## config.mk

```make
export PLATFORM = sky130hd
export DESIGN_NAME = mem_arbiter
export DESIGN_NICKNAME = d
export VERILOG_FILES = /design/src/rtl/mem_arbiter.sv
export SDC_FILE = /design/constraint.sdc
export NUM_CORES = 1
export LEC_CHECK = 0
export BUFFER_PORTS_ARGS = -buffer_cell sky130_fd_sc_hd__buf_2
export CORE_ASPECT_RATIO = 1.4
export CORE_MARGIN = 2
export CORE_UTILIZATION = 44
export DETAILED_ROUTE_END_ITERATION = 8
export PLACE_DENSITY = 0.77
export RECOVER_POWER = 25
export SLEW_MARGIN = 15
export SYNTH_ARGS = -nofsm -noshare
export SYNTH_HDL_FRONTEND = slang
export SYNTH_SLANG_ARGS = --single-unit
```

## constraint.sdc

```tcl
create_clock -name clk -period 1.7 [get_ports clk]
set_input_delay 0.34 -clock clk [delete_from_list [all_inputs] [get_ports clk]]
set_output_delay 0.34 -clock clk [all_outputs]
set_load 0.03 [all_outputs]
```

## src/rtl/mem_arbiter.sv

```systemverilog
// Two-port (fetch / data) arbiter for a shared single-port memory with a per-transaction timeout.
// Optional macro ARB_RR_EN: round-robin between the ports on simultaneous requests; default is data-port priority.
module mem_arbiter #(
    parameter int unsigned TIMEOUT_CYC = 15
) (
    input  logic        clk,
    input  logic        rst,
    input  logic        if_req,
    input  logic [31:0] if_addr,
    output logic [31:0] if_rdata,
    output logic        if_ready,
    input  logic        d_req,
    input  logic        d_wr,
    input  logic [31:0] d_addr,
    input  logic [31:0] d_wdata,
    output logic [31:0] d_rdata,
    output logic        d_ready,
    output logic        mem_req,
    output logic        mem_wr,
    output logic [31:0] mem_addr,
    output logic [31:0] mem_wdata,
    input  logic [31:0] mem_rdata,
    input  logic        mem_ack,
    output logic        err,
    output logic        stall
);

    localparam int unsigned DATA_W = 32;
    localparam int unsigned CNT_W  = 8;
    localparam logic [CNT_W-1:0] TO_LIMIT = CNT_W'(TIMEOUT_CYC);

    typedef enum logic [1:0] {
        IDLE    = 2'd0,
        BUSY_IF = 2'd1,
        BUSY_D  = 2'd2,
        RESP    = 2'd3
    } state_t;

    state_t              state, state_n;
    logic                mem_req_n, mem_wr_n;
    logic [DATA_W-1:0]   mem_addr_n, mem_wdata_n;
    logic [DATA_W-1:0]   if_rdata_n, d_rdata_n;
    logic                if_ready_n, d_ready_n, err_n;
    logic [CNT_W-1:0]    cnt, cnt_n, cnt_inc;
    logic                grant_d;

`ifdef ARB_RR_EN
    logic                last_grant_d, last_grant_d_n;

    // On contention, the port that did not win last time gets the memory.
    assign grant_d = d_req & (~if_req | ~last_grant_d);
`else
    assign grant_d = d_req;
`endif

    assign cnt_inc = cnt + CNT_W'(1);
    assign stall   = (if_req & ~if_ready) | (d_req & ~d_ready);

    // Next-state and next-output logic
    always_comb begin
        state_n     = state;
        mem_req_n   = mem_req;
        mem_wr_n    = mem_wr;
        mem_addr_n  = mem_addr;
        mem_wdata_n = mem_wdata;
        if_rdata_n  = if_rdata;
        d_rdata_n   = d_rdata;
        if_ready_n  = 1'b0;
        d_ready_n   = 1'b0;
        err_n       = 1'b0;
        cnt_n       = cnt;
`ifdef ARB_RR_EN
        last_grant_d_n = last_grant_d;
`endif

        case (state)
            IDLE: begin
                if (grant_d) begin
                    state_n     = BUSY_D;
                    mem_req_n   = 1'b1;
                    mem_wr_n    = d_wr;
                    mem_addr_n  = d_addr;
                    mem_wdata_n = d_wdata;
                    cnt_n       = '0;
`ifdef ARB_RR_EN
                    last_grant_d_n = 1'b1;
`endif
                end else if (if_req) begin
                    state_n     = BUSY_IF;
                    mem_req_n   = 1'b1;
                    mem_wr_n    = 1'b0;
                    mem_addr_n  = if_addr;
                    mem_wdata_n = '0;
                    cnt_n       = '0;
`ifdef ARB_RR_EN
                    last_grant_d_n = 1'b0;
`endif
                end
            end

            BUSY_IF: begin
                if (mem_ack) begin
                    state_n    = RESP;
                    mem_req_n  = 1'b0;
                    if_rdata_n = mem_rdata;
                    if_ready_n = 1'b1;
                end else if (cnt_inc == TO_LIMIT) begin
                    state_n    = RESP;
                    mem_req_n  = 1'b0;
                    if_rdata_n = '0;
                    if_ready_n = 1'b1;
                    err_n      = 1'b1;
                end else begin
                    cnt_n = cnt_inc;
                end
            end

            BUSY_D: begin
                // Writes return zero read data.
                if (mem_ack) begin
                    state_n   = RESP;
                    mem_req_n = 1'b0;
                    mem_wr_n  = 1'b0;
                    d_rdata_n = mem_wr ? '0 : mem_rdata;
                    d_ready_n = 1'b1;
                end else if (cnt_inc == TO_LIMIT) begin
                    state_n   = RESP;
                    mem_req_n = 1'b0;
                    mem_wr_n  = 1'b0;
                    d_rdata_n = '0;
                    d_ready_n = 1'b1;
                    err_n     = 1'b1;
                end else begin
                    cnt_n = cnt_inc;
                end
            end

            RESP: begin
                state_n = IDLE;
            end

            default: begin
                state_n = IDLE;
            end
        endcase
    end

    // State and output registers
    always_ff @(posedge clk) begin
        if (rst) begin
            state     <= IDLE;
            mem_req   <= 1'b0;
            mem_wr    <= 1'b0;
            mem_addr  <= '0;
            mem_wdata <= '0;
            if_rdata  <= '0;
            d_rdata   <= '0;
            if_ready  <= 1'b0;
            d_ready   <= 1'b0;
            err       <= 1'b0;
            cnt       <= '0;
`ifdef ARB_RR_EN
            last_grant_d <= 1'b0;
`endif
        end else begin
            state     <= state_n;
            mem_req   <= mem_req_n;
            mem_wr    <= mem_wr_n;
            mem_addr  <= mem_addr_n;
            mem_wdata <= mem_wdata_n;
            if_rdata  <= if_rdata_n;
            d_rdata   <= d_rdata_n;
            if_ready  <= if_ready_n;
            d_ready   <= d_ready_n;
            err       <= err_n;
            cnt       <= cnt_n;
`ifdef ARB_RR_EN
            last_grant_d <= last_grant_d_n;
`endif
        end
    end

endmodule

```

**Yosys cells after proc, flatten, opt, wreduce, memory -nomap -nowiden**

Index checks and enable logic that the tools add are counted.

- Latch bits: 0
- Input bits: 134
- Memory bits (writable): 0
- Register bits after elaboration: 143
- Logic and storage cells: 73
- Memories kept: 0
- Memory bits (read-only): 0
- Output and inout port bits: 134

- Order comparisons: 0
- Multiply operators: 0
- Mux-type cells: 28
- Eq/ne operators: 9
- Reductions and logical operators: 16
- Bitwise gates (word level): 8
- Div/mod/pow operators: 0
- Add/sub/neg operators: 1
- Shift operators: 0

Operators with widths:

| operator | number |
|---|---|
| 2-to-1 mux 32 bit | 8 |
| 2-to-1 mux 8 bit | 4 |
| case mux 8 bit (2 select lines) | 1 |
| adder 8 x 1 -> 8 bit (second input constant) | 1 |
| == test 8 x 4 -> 1 bit (second input constant) | 1 |
| 2-to-1 mux 1 bit | 8 |
| 2-to-1 mux 2 bit | 4 |
| AND reduction 2 bit | 4 |
| nonzero test 2 bit | 4 |
| inequality test 3 bit (second input constant) | 2 |
| case mux 2 bit (3 select lines) | 1 |
| AND reduction 3 bit | 2 |
| OR reduction 2 bit | 3 |
| NOT 1 bit | 5 |
| == test 2 bit (second input constant) | 2 |
| inequality test 2 bit (second input constant) | 2 |
| case mux 1 bit (2 select lines) | 2 |
| AND reduction 4 bit | 1 |
| inequality test 3 x 1 -> 1 bit (second input constant) | 1 |
| OR reduction 3 bit | 1 |
| bitwise AND 1 bit | 2 |
| == test 2 x 1 -> 1 bit (second input constant) | 1 |
| zero test 2 bit | 1 |
| bitwise OR 1 bit | 1 |

**Longest topological paths before layout**

Gate-level depths: netlist (run 1).

- Depth after elaboration: 5
- Gate-level depth with buffers: 8

**Worst setup path before layout (run 1)**

No wires, ideal clock.

- Path type: input-to-output
- From: input d_req
- To: output stall
- Path slack: 26 ps
- Data arrival time: 1334 ps
- Buffers on the path: 2
- Stages: 4
- Cells stage by stage: buf_2 buf_2 inv_1 o22ai_1

- Longest elaborated chain between the ends: 2

RTL lines:

| what | line | source |
|---|---|---|
| start, declared | 12 | `input logic d_req,` |
| bitwise AND 1 bit | 57 | `assign stall = (if_req & ~if_ready) \| (d_req & ~d_ready);` |
| bitwise OR 1 bit | 57 |  |
| end, declared | 25 | `output logic stall` |

No other way between the ends.

**Final worst setup path (run 1)**

- From: register cnt[0]
- To: register cnt[0]

- Longest elaborated chain between the ends: 4
- Elaborated cells between the ends (all ways): 7

RTL lines:

| what | line | source |
|---|---|---|
| start, declared | 44 | `logic [CNT_W-1:0] cnt, cnt_n, cnt_inc;` |
| start signal, assigned | 176 | `cnt <= cnt_n;` |
| adder 8 x 1 -> 8 bit (*) | 56 | `assign cnt_inc = cnt + CNT_W'(1);` |
| == test 8 x 4 -> 1 bit or 2-to-1 mux 8 bit (tied branches) | 107, 126 |  |
| inequality test 2 bit (no source line) or 2-to-1 mux 8 bit (tied branches) | -- |  |
| AND reduction 4 bit (no source line) or case mux 8 bit (2 select lines) (tied branches) | -- |  |

Every way passes the cells marked *; elsewhere a longest branch is shown, timed or not. The select of a mux whose other input is x is not followed.
A chain may end at the register's enable or synchronous reset.

==> run_summary.xml, run 1 <==
<?xml version="1.0" encoding="UTF-8"?>
<metrics>
  <group name="placed_design">
    <metric name="place_hpwl" unit="mm">12.31</metric>
    <metric name="dp_cells" unit="">1151</metric>
    <metric name="gp_routability_congestion" unit="">0.8431</metric>
    <metric name="buffer_ports.inserted" unit="">267</metric>
  </group>
  <group name="sta">
    <metric name="final-hold-violation-count" unit="">0</metric>
    <metric name="unrepaired_setup_endpoints_after_global_routing" unit="">yes</metric>
    <metric name="clock_skew" unit="ps">10.98</metric>
    <metric name="fin_crit_sh" unit="">0.9947</metric>
    <metric name="maxSlewViolCount" unit="">0</metric>
    <metric name="worst_max_slew_margin_expressed_relative_to_the_limit" unit="">0.7255</metric>
    <metric name="hold_ws" unit="ps">153.0</metric>
    <metric name="post-route-min-period" unit="ps">1691</metric>
    <metric name="final.setup.tns" unit="ps">0</metric>
    <metric name="worst_pin_slew" unit="ps">413.5</metric>
    <metric name="setup_viol" unit="">0</metric>
    <metric name="max_clock_freq" unit="MHz">591.4</metric>
  </group>
  <group name="global_route">
    <metric name="first_pass_grt_wire_length" unit="mm">28.28</metric>
    <metric name="first_global_vias" unit="">5777</metric>
    <metric name="initial_antenna_violation_count" unit="">0</metric>
    <metric name="grt_overflow" unit="">0</metric>
    <metric name="grt_util_overall" unit="">0.2220</metric>
    <metric name="grt_max_degree" unit="">82</metric>
  </group>
  <group name="cells_and_area">
    <metric name="fillCellCount" unit="">1341</metric>
    <metric name="fraction_of_layout_cells_with_a_size_suffix_above_1" unit="">0.3127</metric>
    <metric name="layout.cells.most_common" unit="">sky130_fd_sc_hd__buf_2</metric>
    <metric name="num_antenna_cells" unit="">0</metric>
    <metric name="layout_common_cells" unit="">sky130_fd_sc_hd__buf_2, sky130_fd_sc_hd__dfxtp_1, sky130_fd_sc_hd__nor2_1</metric>
    <metric name="num-nets-final" unit="">1129</metric>
    <metric name="final_util" unit="">0.6165</metric>
    <metric name="finish.cell_count_without_fillers" unit="">1190</metric>
    <metric name="area_growth" unit="%">37.33</metric>
  </group>
  <group name="min_path">
    <metric name="holdPathStages" unit="">3</metric>
    <metric name="worstHoldEndpoint" unit="">if_rdata[12]$_SDFFE_PP0P_</metric>
    <metric name="hold_path_startpoint" unit="">mem_rdata[12]</metric>
    <metric name="timing.hold.worst.class" unit="">in -&gt; reg</metric>
  </group>
  <group name="setup_path">
    <metric name="worst-r2r-setup-slack" unit="ps">9</metric>
    <metric name="timing.critical_path.max_delay_family" unit="">compound AO/OA/AOI/OAI gates</metric>
    <metric name="startpoint_type_of_the_worst_setup_path" unit="">flop</metric>
    <metric name="r2r_end" unit="">cnt[0]$_SDFFE_PP0P_</metric>
    <metric name="r2r_cells" unit="">7</metric>
    <metric name="path_max_fanout" unit="">4</metric>
    <metric name="worstPathBufferInverterCount" unit="">2</metric>
    <metric name="timing.critical_path.arrival" unit="ps">1970</metric>
    <metric name="worst-setup-path-type" unit="">reg -&gt; reg</metric>
    <metric name="cpPeakStageDelay" unit="ps">380</metric>
    <metric name="crit_path_top_delay_cell" unit="">sky130_fd_sc_hd__dfxtp_2</metric>
    <metric name="setup.worst_path.end_class" unit="">flop</metric>
    <metric name="critical_path_cell_by_cell" unit="">inv_2 &gt; ha_1 &gt; nor2b_2 &gt; buf_4 &gt; and4_1 &gt; a211oi_1 &gt; a211oi_2</metric>
    <metric name="timing.rr.start" unit="">cnt[0]$_SDFFE_PP0P_</metric>
    <metric name="worstPathRequired" unit="ps">1980</metric>
  </group>
  <group name="yosys">
    <metric name="synth.yosys.seq_area_share" unit="">0.4435</metric>
    <metric name="synthesis.area" unit="mm2">0.006455</metric>
    <metric name="yosys_warnings" unit="">0</metric>
    <metric name="async_flop_share" unit="">0</metric>
    <metric name="cells_after_synthesis" unit="">726</metric>
    <metric name="syn-num-nets" unit="">867</metric>
    <metric name="ys_seq_elements" unit="">143</metric>
    <metric name="flip_flop_cell_with_the_highest_count_after_synthesis" unit="">sky130_fd_sc_hd__dfxtp_1</metric>
    <metric name="post-synth-top-area-fraction" unit="">0.4435</metric>
    <metric name="synth_cell_types" unit="">48</metric>
    <metric name="synth_top_cell_by_area" unit="">sky130_fd_sc_hd__dfxtp_1</metric>
    <metric name="post_synth_main_area_contributors" unit="">sky130_fd_sc_hd__dfxtp_1, sky130_fd_sc_hd__nor3b_1, sky130_fd_sc_hd__nand2b_1</metric>
    <metric name="synth_edf_count" unit="">0</metric>
    <metric name="synth.avg_cell_area" unit="um2">8.891</metric>
  </group>
  <group name="power">
    <metric name="cellLeakagePower" unit="nW">3.697</metric>
    <metric name="power_per_cell_area" unit="mW/mm2">1549</metric>
    <metric name="max-vdd-ir-drop" unit="mV">1.045</metric>
    <metric name="totalPowerFinal" unit="W">0.01373</metric>
  </group>
  <group name="floorplanning">
    <metric name="chipWidth" unit="um">106.4</metric>
    <metric name="floorplan.die_area" unit="mm2">0.01567</metric>
    <metric name="start_util" unit="">0.4489</metric>
    <metric name="rows" unit="">52</metric>
    <metric name="floorplan.io_pins" unit="">268</metric>
    <metric name="core" unit="mm2">0.01438</metric>
    <metric name="die-height" unit="um">147.3</metric>
  </group>
  <group name="routing">
    <metric name="first_pass_iteration_count_of_the_detailed_router" unit="">4</metric>
    <metric name="drc" unit="">0</metric>
    <metric name="routed_wirelength" unit="mm">18.45</metric>
    <metric name="vias_per_cell" unit="">5.250</metric>
    <metric name="routedWlPerCell" unit="um">15.51</metric>
    <metric name="dr_total_vias" unit="">6247</metric>
    <metric name="detail-route-antenna-nets" unit="">0</metric>
    <metric name="drt_first_iter_violations" unit="">277</metric>
  </group>
  <group name="clock_tree">
    <metric name="cts_tree" unit="">yes</metric>
    <metric name="clock_insertion_delay_at_the_later_pin_of_the_skew_report" unit="ps">410</metric>
    <metric name="clk_pin_slew_worst_paths" unit="ps">70</metric>
    <metric name="root_buffer" unit="">sky130_fd_sc_hd__clkbuf_16</metric>
    <metric name="cts-hold-fix-buffers" unit="">0</metric>
    <metric name="ctsLongestPathBuffers" unit="">2</metric>
    <metric name="clock_sink_count" unit="">143</metric>
    <metric name="htree_num_levels" unit="">4</metric>
    <metric name="cts-buffers-inserted" unit="">17</metric>
  </group>
  <group name="job">
    <metric name="max-cap-violations" unit="">0</metric>
  </group>
  <group name="status">
    <metric name="result_of_the_run" unit="">finished, final reports clean</metric>
  </group>
</metrics>
synth_stat cells, types with 2 or more instances:
cell / instances
sky130_fd_sc_hd__a211o_1: 2
sky130_fd_sc_hd__a211oi_1: 35
sky130_fd_sc_hd__a21oi_1: 70
sky130_fd_sc_hd__a22oi_1: 32
sky130_fd_sc_hd__and2_1: 3
sky130_fd_sc_hd__buf_1: 10
sky130_fd_sc_hd__buf_2: 15
sky130_fd_sc_hd__clkbuf_1: 32
sky130_fd_sc_hd__clkbuf_2: 6
sky130_fd_sc_hd__dfxtp_1: 143
sky130_fd_sc_hd__ha_1: 7
sky130_fd_sc_hd__inv_1: 7
sky130_fd_sc_hd__mux2i_1: 34
sky130_fd_sc_hd__nand2_1: 7
sky130_fd_sc_hd__nand2b_1: 70
sky130_fd_sc_hd__nand3_1: 4
sky130_fd_sc_hd__nand4b_1: 2
sky130_fd_sc_hd__nor2_1: 72
sky130_fd_sc_hd__nor2b_1: 2
sky130_fd_sc_hd__nor3_1: 5
sky130_fd_sc_hd__nor3b_1: 65
sky130_fd_sc_hd__nor3b_2: 2
sky130_fd_sc_hd__nor4_1: 2
sky130_fd_sc_hd__o21a_1: 3
sky130_fd_sc_hd__o21ai_0: 59
sky130_fd_sc_hd__o21ai_1: 7
sky130_fd_sc_hd__o21ai_2: 9
flip-flops by register name, indices dropped and copies added, names as in the netlist:
name and count:
d_rdata 32, if_rdata 32, mem_addr 32, mem_wdata 32
cnt 8, state 2, d_ready 1, err 1
if_ready 1, mem_req 1, mem_wr 1
cell type report:
class                           count  area (um2)  area share
Tap cell                          189       236.5     0.02668
Multi-Input combinational cell    511        3369      0.3801
Clock inverter                     14       176.4     0.01990
Timing Repair Buffer              308        1760      0.1986
Sequential cell                   143        2867      0.3234
Inverter                            7       26.28    0.002964
Clock buffer                       18       429.2     0.04841
metrics by stage:
step	setup WS, ps	instance area [um2]
floorplan	26.27	6455
global placement	-6.289	8140
detailed placement	-18.09	8140
CTS	5.240	8756
global route	-70.63	8865
finish	8.991	8865
kinds of logic (layout without fill, tap and decap cells):
| family | Yosys count | count (layout) | share of synthesized area |
|---|---|---|---|
| flip-flops | 143 | 143 | 0.4435 |
| AO/OA/AOI/OAI | 225 | 225 | 0.2142 |
| multiplexers | 35 | 35 | 0.05447 |
| buffers and inverters | 72 | 347 | 0.04962 |
| AND/OR/NAND/NOR | 241 | 241 | 0.2194 |
| XOR/XNOR | 3 | 3 | 0.005235 |
| adder cells (fa/ha/maj) | 7 | 7 | 0.01357 |
worst reg2reg max path, cell delays in order (launching register included):
cell	delay [ps]
sky130_fd_sc_hd__dfxtp_2	380
sky130_fd_sc_hd__inv_2	70
sky130_fd_sc_hd__ha_1	190
sky130_fd_sc_hd__nor2b_2	160
sky130_fd_sc_hd__buf_4	140
sky130_fd_sc_hd__and4_1	220
sky130_fd_sc_hd__a211oi_1	330
sky130_fd_sc_hd__a211oi_2	80
worst max path at each step:
stage | startpoint | endpoint | slack, ps | cells past startpoint
CTS | cnt[1]$_SDFFE_PP0P_ | state[1]$_SDFFE_PP0P_ | 5 | 6
global placement | state[1]$_SDFFE_PP0P_ | cnt[0]$_SDFFE_PP0P_ | -6 | 6
finish | cnt[0]$_SDFFE_PP0P_ | cnt[0]$_SDFFE_PP0P_ | 9 | 7
global route | state[1]$_SDFFE_PP0P_ | cnt[0]$_SDFFE_PP0P_ | -70 | 7
floorplan | d_req | stall | 30 | 4
detailed placement | state[1]$_SDFFE_PP0P_ | cnt[0]$_SDFFE_PP0P_ | -20 | 6
where the power goes:
| part | total, W | switching (W) | internal, W |
|---|---|---|---|
| logic | 0.00522 | 0.00347 | 0.00174 |
| registers | 0.00468 | 0.000501 | 0.00417 |
| clock network | 0.00384 | 0.00150 | 0.00234 |
| total | 0.0137 | 0.00548 | 0.00825 |
what timing repair did:
item | 4_1_cts | 5_1_grt
setup buffers | 0 | 4
pin swaps | 0 | 4
cloned | 0 | 3
setup endpoints to repair | 3 | 74
resized for setup | 2 | 20
routing by layer:
layer,part of all wire,track usage
met4,0.011,0.07039
met2,0.54,0.4010
met3,0.055,0.04303
met1,0.40,0.2621
met5,0,0
Note: power is estimated with default switching activity, not from simulation.
==> run 2: changes to the inputs <==
--- a/config.mk
+++ b/config.mk
@@ -8,9 +8,9 @@
 export BUFFER_PORTS_ARGS = -buffer_cell sky130_fd_sc_hd__buf_2
 export CORE_ASPECT_RATIO = 1.4
 export CORE_MARGIN = 2
-export CORE_UTILIZATION = 44
+export CORE_UTILIZATION = 52
 export DETAILED_ROUTE_END_ITERATION = 8
-export PLACE_DENSITY = 0.77
+export PLACE_DENSITY = 0.86
 export RECOVER_POWER = 25
 export SLEW_MARGIN = 15
 export SYNTH_ARGS = -nofsm -noshare
==> constraint.sdc (replaced) <==
create_clock -name clk -period 2.1 [get_ports clk]
set_input_delay 0.42 -clock clk [delete_from_list [all_inputs] [get_ports clk]]
set_output_delay 0.42 -clock clk [all_outputs]
set_load 0.03 [all_outputs]
==> run 2 against run 1 <==
Compared with the run above: via count fell by 3.5%; clock power decreased by 15%; final area shrank 4.3%; utilization increased by 7.6 points; combinational power shrank 24%; fmax down 7.6%; clock-buffer cell count rose by 1; sequential power down 19%; hold slack gained 92 ps; largest cell class unchanged.
==> run_summary.xml, run 2 (synthesized netlist as in run 1, its figures left out) <==
<?xml version="1.0" encoding="UTF-8"?>
<metrics>
  <group name="power">
    <metric name="power.internal" unit="W">0.006698</metric>
    <metric name="max-vdd-ir-drop" unit="mV">0.7601</metric>
    <metric name="sequentialPowerShare" unit="">0.344</metric>
    <metric name="cellLeakagePower" unit="nW">3.540</metric>
    <metric name="power.share.combinational" unit="">0.360</metric>
    <metric name="proportion_of_power_drawn_by_the_clock_network" unit="">0.296</metric>
    <metric name="power_per_cell_area" unit="mW/mm2">1299</metric>
    <metric name="netSwitchingPower" unit="W">0.004323</metric>
    <metric name="power.share.switching" unit="">0.3923</metric>
  </group>
  <group name="floorplanning">
    <metric name="core" unit="mm2">0.01225</metric>
    <metric name="chipWidth" unit="um">98.17</metric>
    <metric name="die-height" unit="um">135.8</metric>
    <metric name="rows" unit="">48</metric>
    <metric name="start_util" unit="">0.5269</metric>
    <metric name="floorplan.io_pins" unit="">268</metric>
    <metric name="floorplan.die_area" unit="mm2">0.01333</metric>
  </group>
  <group name="setup_path">
    <metric name="timing.rr.start" unit="">state[0]$_SDFFE_PP0P_</metric>
    <metric name="worstPathRequired" unit="ps">2410</metric>
    <metric name="startpoint_type_of_the_worst_setup_path" unit="">flop</metric>
    <metric name="timing.critical_path.arrival" unit="ps">2140</metric>
    <metric name="setup.worst_path.end_class" unit="">flop</metric>
    <metric name="crit_path_start" unit="">state[0]$_SDFFE_PP0P_</metric>
    <metric name="worst-r2r-setup-slack" unit="ps">270</metric>
    <metric name="path_max_fanout" unit="">13</metric>
    <metric name="r2r_end" unit="">cnt[0]$_SDFFE_PP0P_</metric>
    <metric name="cp-endpoint" unit="">cnt[0]$_SDFFE_PP0P_</metric>
    <metric name="r2r_cells" unit="">6</metric>
    <metric name="worst-setup-path-type" unit="">reg -&gt; reg</metric>
  </group>
  <group name="sta">
    <metric name="fin_crit_sh" unit="">0.8715</metric>
    <metric name="setup_viol" unit="">0</metric>
    <metric name="maxSlewViolCount" unit="">0</metric>
    <metric name="final.setup.tns" unit="ps">0</metric>
    <metric name="unrepaired_setup_endpoints_after_global_routing" unit="">no</metric>
    <metric name="worst_pin_slew" unit="ps">521.6</metric>
    <metric name="worst_max_slew_margin_expressed_relative_to_the_limit" unit="">0.6523</metric>
    <metric name="final-hold-violation-count" unit="">0</metric>
    <metric name="max_clock_freq" unit="MHz">546.4</metric>
    <metric name="clock_skew" unit="ps">7.515</metric>
    <metric name="post-route-min-period" unit="ps">1830</metric>
  </group>
  <group name="routing">
    <metric name="routedWlPerCell" unit="um">14.98</metric>
    <metric name="routed_wirelength" unit="mm">16.87</metric>
    <metric name="first_pass_iteration_count_of_the_detailed_router" unit="">4</metric>
    <metric name="vias_per_cell" unit="">5.353</metric>
    <metric name="detail-route-antenna-nets" unit="">0</metric>
    <metric name="drt_first_iter_violations" unit="">211</metric>
    <metric name="dr_total_vias" unit="">6028</metric>
    <metric name="drc" unit="">0</metric>
  </group>
  <group name="cells_and_area">
    <metric name="fraction_of_layout_cells_with_a_size_suffix_above_1" unit="">0.2725</metric>
    <metric name="num_antenna_cells" unit="">0</metric>
    <metric name="layout.cells.most_common" unit="">sky130_fd_sc_hd__buf_2</metric>
    <metric name="stdcell_area" unit="mm2">0.008484</metric>
    <metric name="layout_common_cells" unit="">sky130_fd_sc_hd__buf_2, sky130_fd_sc_hd__dfxtp_1, sky130_fd_sc_hd__nor2_1</metric>
    <metric name="area_growth" unit="%">31.44</metric>
    <metric name="num-nets-final" unit="">1104</metric>
  </group>
  <group name="clock_tree">
    <metric name="cts.repair.resized" unit="">0</metric>
    <metric name="clk_pin_slew_worst_paths" unit="ps">60</metric>
    <metric name="cts_setup_buffers" unit="">0</metric>
    <metric name="cts-buffers-inserted" unit="">17</metric>
    <metric name="clock_insertion_delay_at_the_later_pin_of_the_skew_report" unit="ps">400</metric>
    <metric name="htree_num_levels" unit="">4</metric>
    <metric name="root_buffer" unit="">sky130_fd_sc_hd__clkbuf_16</metric>
    <metric name="ctsLongestPathBuffers" unit="">2</metric>
    <metric name="clock_sink_count" unit="">143</metric>
    <metric name="cts-hold-fix-buffers" unit="">0</metric>
    <metric name="cts_tree" unit="">yes</metric>
  </group>
  <group name="global_route">
    <metric name="initial_antenna_violation_count" unit="">0</metric>
    <metric name="first_global_vias" unit="">5513</metric>
    <metric name="grt_util_overall" unit="">0.2400</metric>
    <metric name="first_pass_grt_wire_length" unit="mm">26.36</metric>
    <metric name="grt_max_degree" unit="">75</metric>
    <metric name="grt_overflow" unit="">0</metric>
  </group>
  <group name="placed_design">
    <metric name="area_of_placed_instances" unit="mm2">0.007919</metric>
    <metric name="place_hpwl" unit="mm">11.74</metric>
    <metric name="gp_routability_congestion" unit="">0.8702</metric>
    <metric name="buffer_ports.inserted" unit="">267</metric>
  </group>
  <group name="status">
    <metric name="result_of_the_run" unit="">finished, final reports clean</metric>
  </group>
  <group name="job">
    <metric name="max-cap-violations" unit="">0</metric>
  </group>
  <group name="min_path">
    <metric name="timing.hold.worst.class" unit="">in -&gt; reg</metric>
  </group>
</metrics>
-- run 2: metal layers --
layer | GRT usage | wire length (um)
met4 | 0.07002 | 157
met3 | 0.05861 | 980
met1 | 0.2866 | 6876
met5 | 0 | 0
met2 | 0.4285 | 8855
-- run 2: cell type report --
class	count	area [um2]
fillers	1053	3767
multi-input cells	511	3292
flip-flops and latches	143	2863
repair buffers	283	1464
clock buffers	19	452.9
clock inverters	13	198.9
well taps	150	187.7
inverters	7	26.28
-- run 2: worst min path at each step --
| stage | slack (ps) | end | startpoint | cells past startpoint |
|---|---|---|---|---|
| 6_report | 240 | if_rdata[9]$_SDFFE_PP0P_ | mem_rdata[9] | 3 |
| 5_1_grt | 240 | d_rdata[12]$_SDFFE_PP0P_ | mem_rdata[12] | 3 |
| 4_1_cts | 220 | d_rdata[31]$_SDFFE_PP0P_ | mem_rdata[31] | 3 |
| 3_5_place_dp | 470 | d_rdata[2]$_SDFFE_PP0P_ | d_rdata[2]$_SDFFE_PP0P_ | 2 |
| 3_3_place_gp | 460 | d_rdata[16]$_SDFFE_PP0P_ | d_rdata[16]$_SDFFE_PP0P_ | 2 |
| 2_1_floorplan | 470 | cnt[7]$_SDFFE_PP0P_ | cnt[7]$_SDFFE_PP0P_ | 2 |
-- run 2: power by group through the flow --
stage                     Combinational [W]  Sequential (W)  Clock, W
final                               0.00396         0.00379   0.00327
after global routing                0.00427         0.00388   0.00344
after CTS                           0.00408         0.00378   0.00334
after detailed placement            0.00408         0.00382         0
after global placement              0.00402         0.00380         0
after floorplan                     0.00158         0.00505         0
-- run 2: critical path, stage by stage, from the launching register on --
cell and delay [ps]:
sky130_fd_sc_hd__dfxtp_1 390, sky130_fd_sc_hd__inv_1 100, sky130_fd_sc_hd__ha_1 530, sky130_fd_sc_hd__nand2b_1 150, sky130_fd_sc_hd__nor2_1 170, sky130_fd_sc_hd__o211ai_1 150, sky130_fd_sc_hd__a211oi_1 250
-- run 2: through the flow --
| stage | power [W] | util | instances | setup WS (ps) | hold WS (ps) |
|---|---|---|---|---|---|
| 6_report | 0.01102 | 0.6925 | 1126 | 269.9 | 244.9 |
| 5_1_grt | 0.01159 | 0.6925 | 1126 | 92.85 | 238.8 |
| 4_1_cts | 0.01120 | 0.6996 | 1126 | 283.8 | 223.9 |
| 3_5_place_dp | 0.007899 | 0.6463 | 1094 | 292.1 | 466.1 |
| 3_3_place_gp | 0.007817 | 0.6463 | 1094 | 338.9 | 461.4 |
| 2_1_floorplan | 0.006635 | - | 726 | 266.3 | 468.2 |
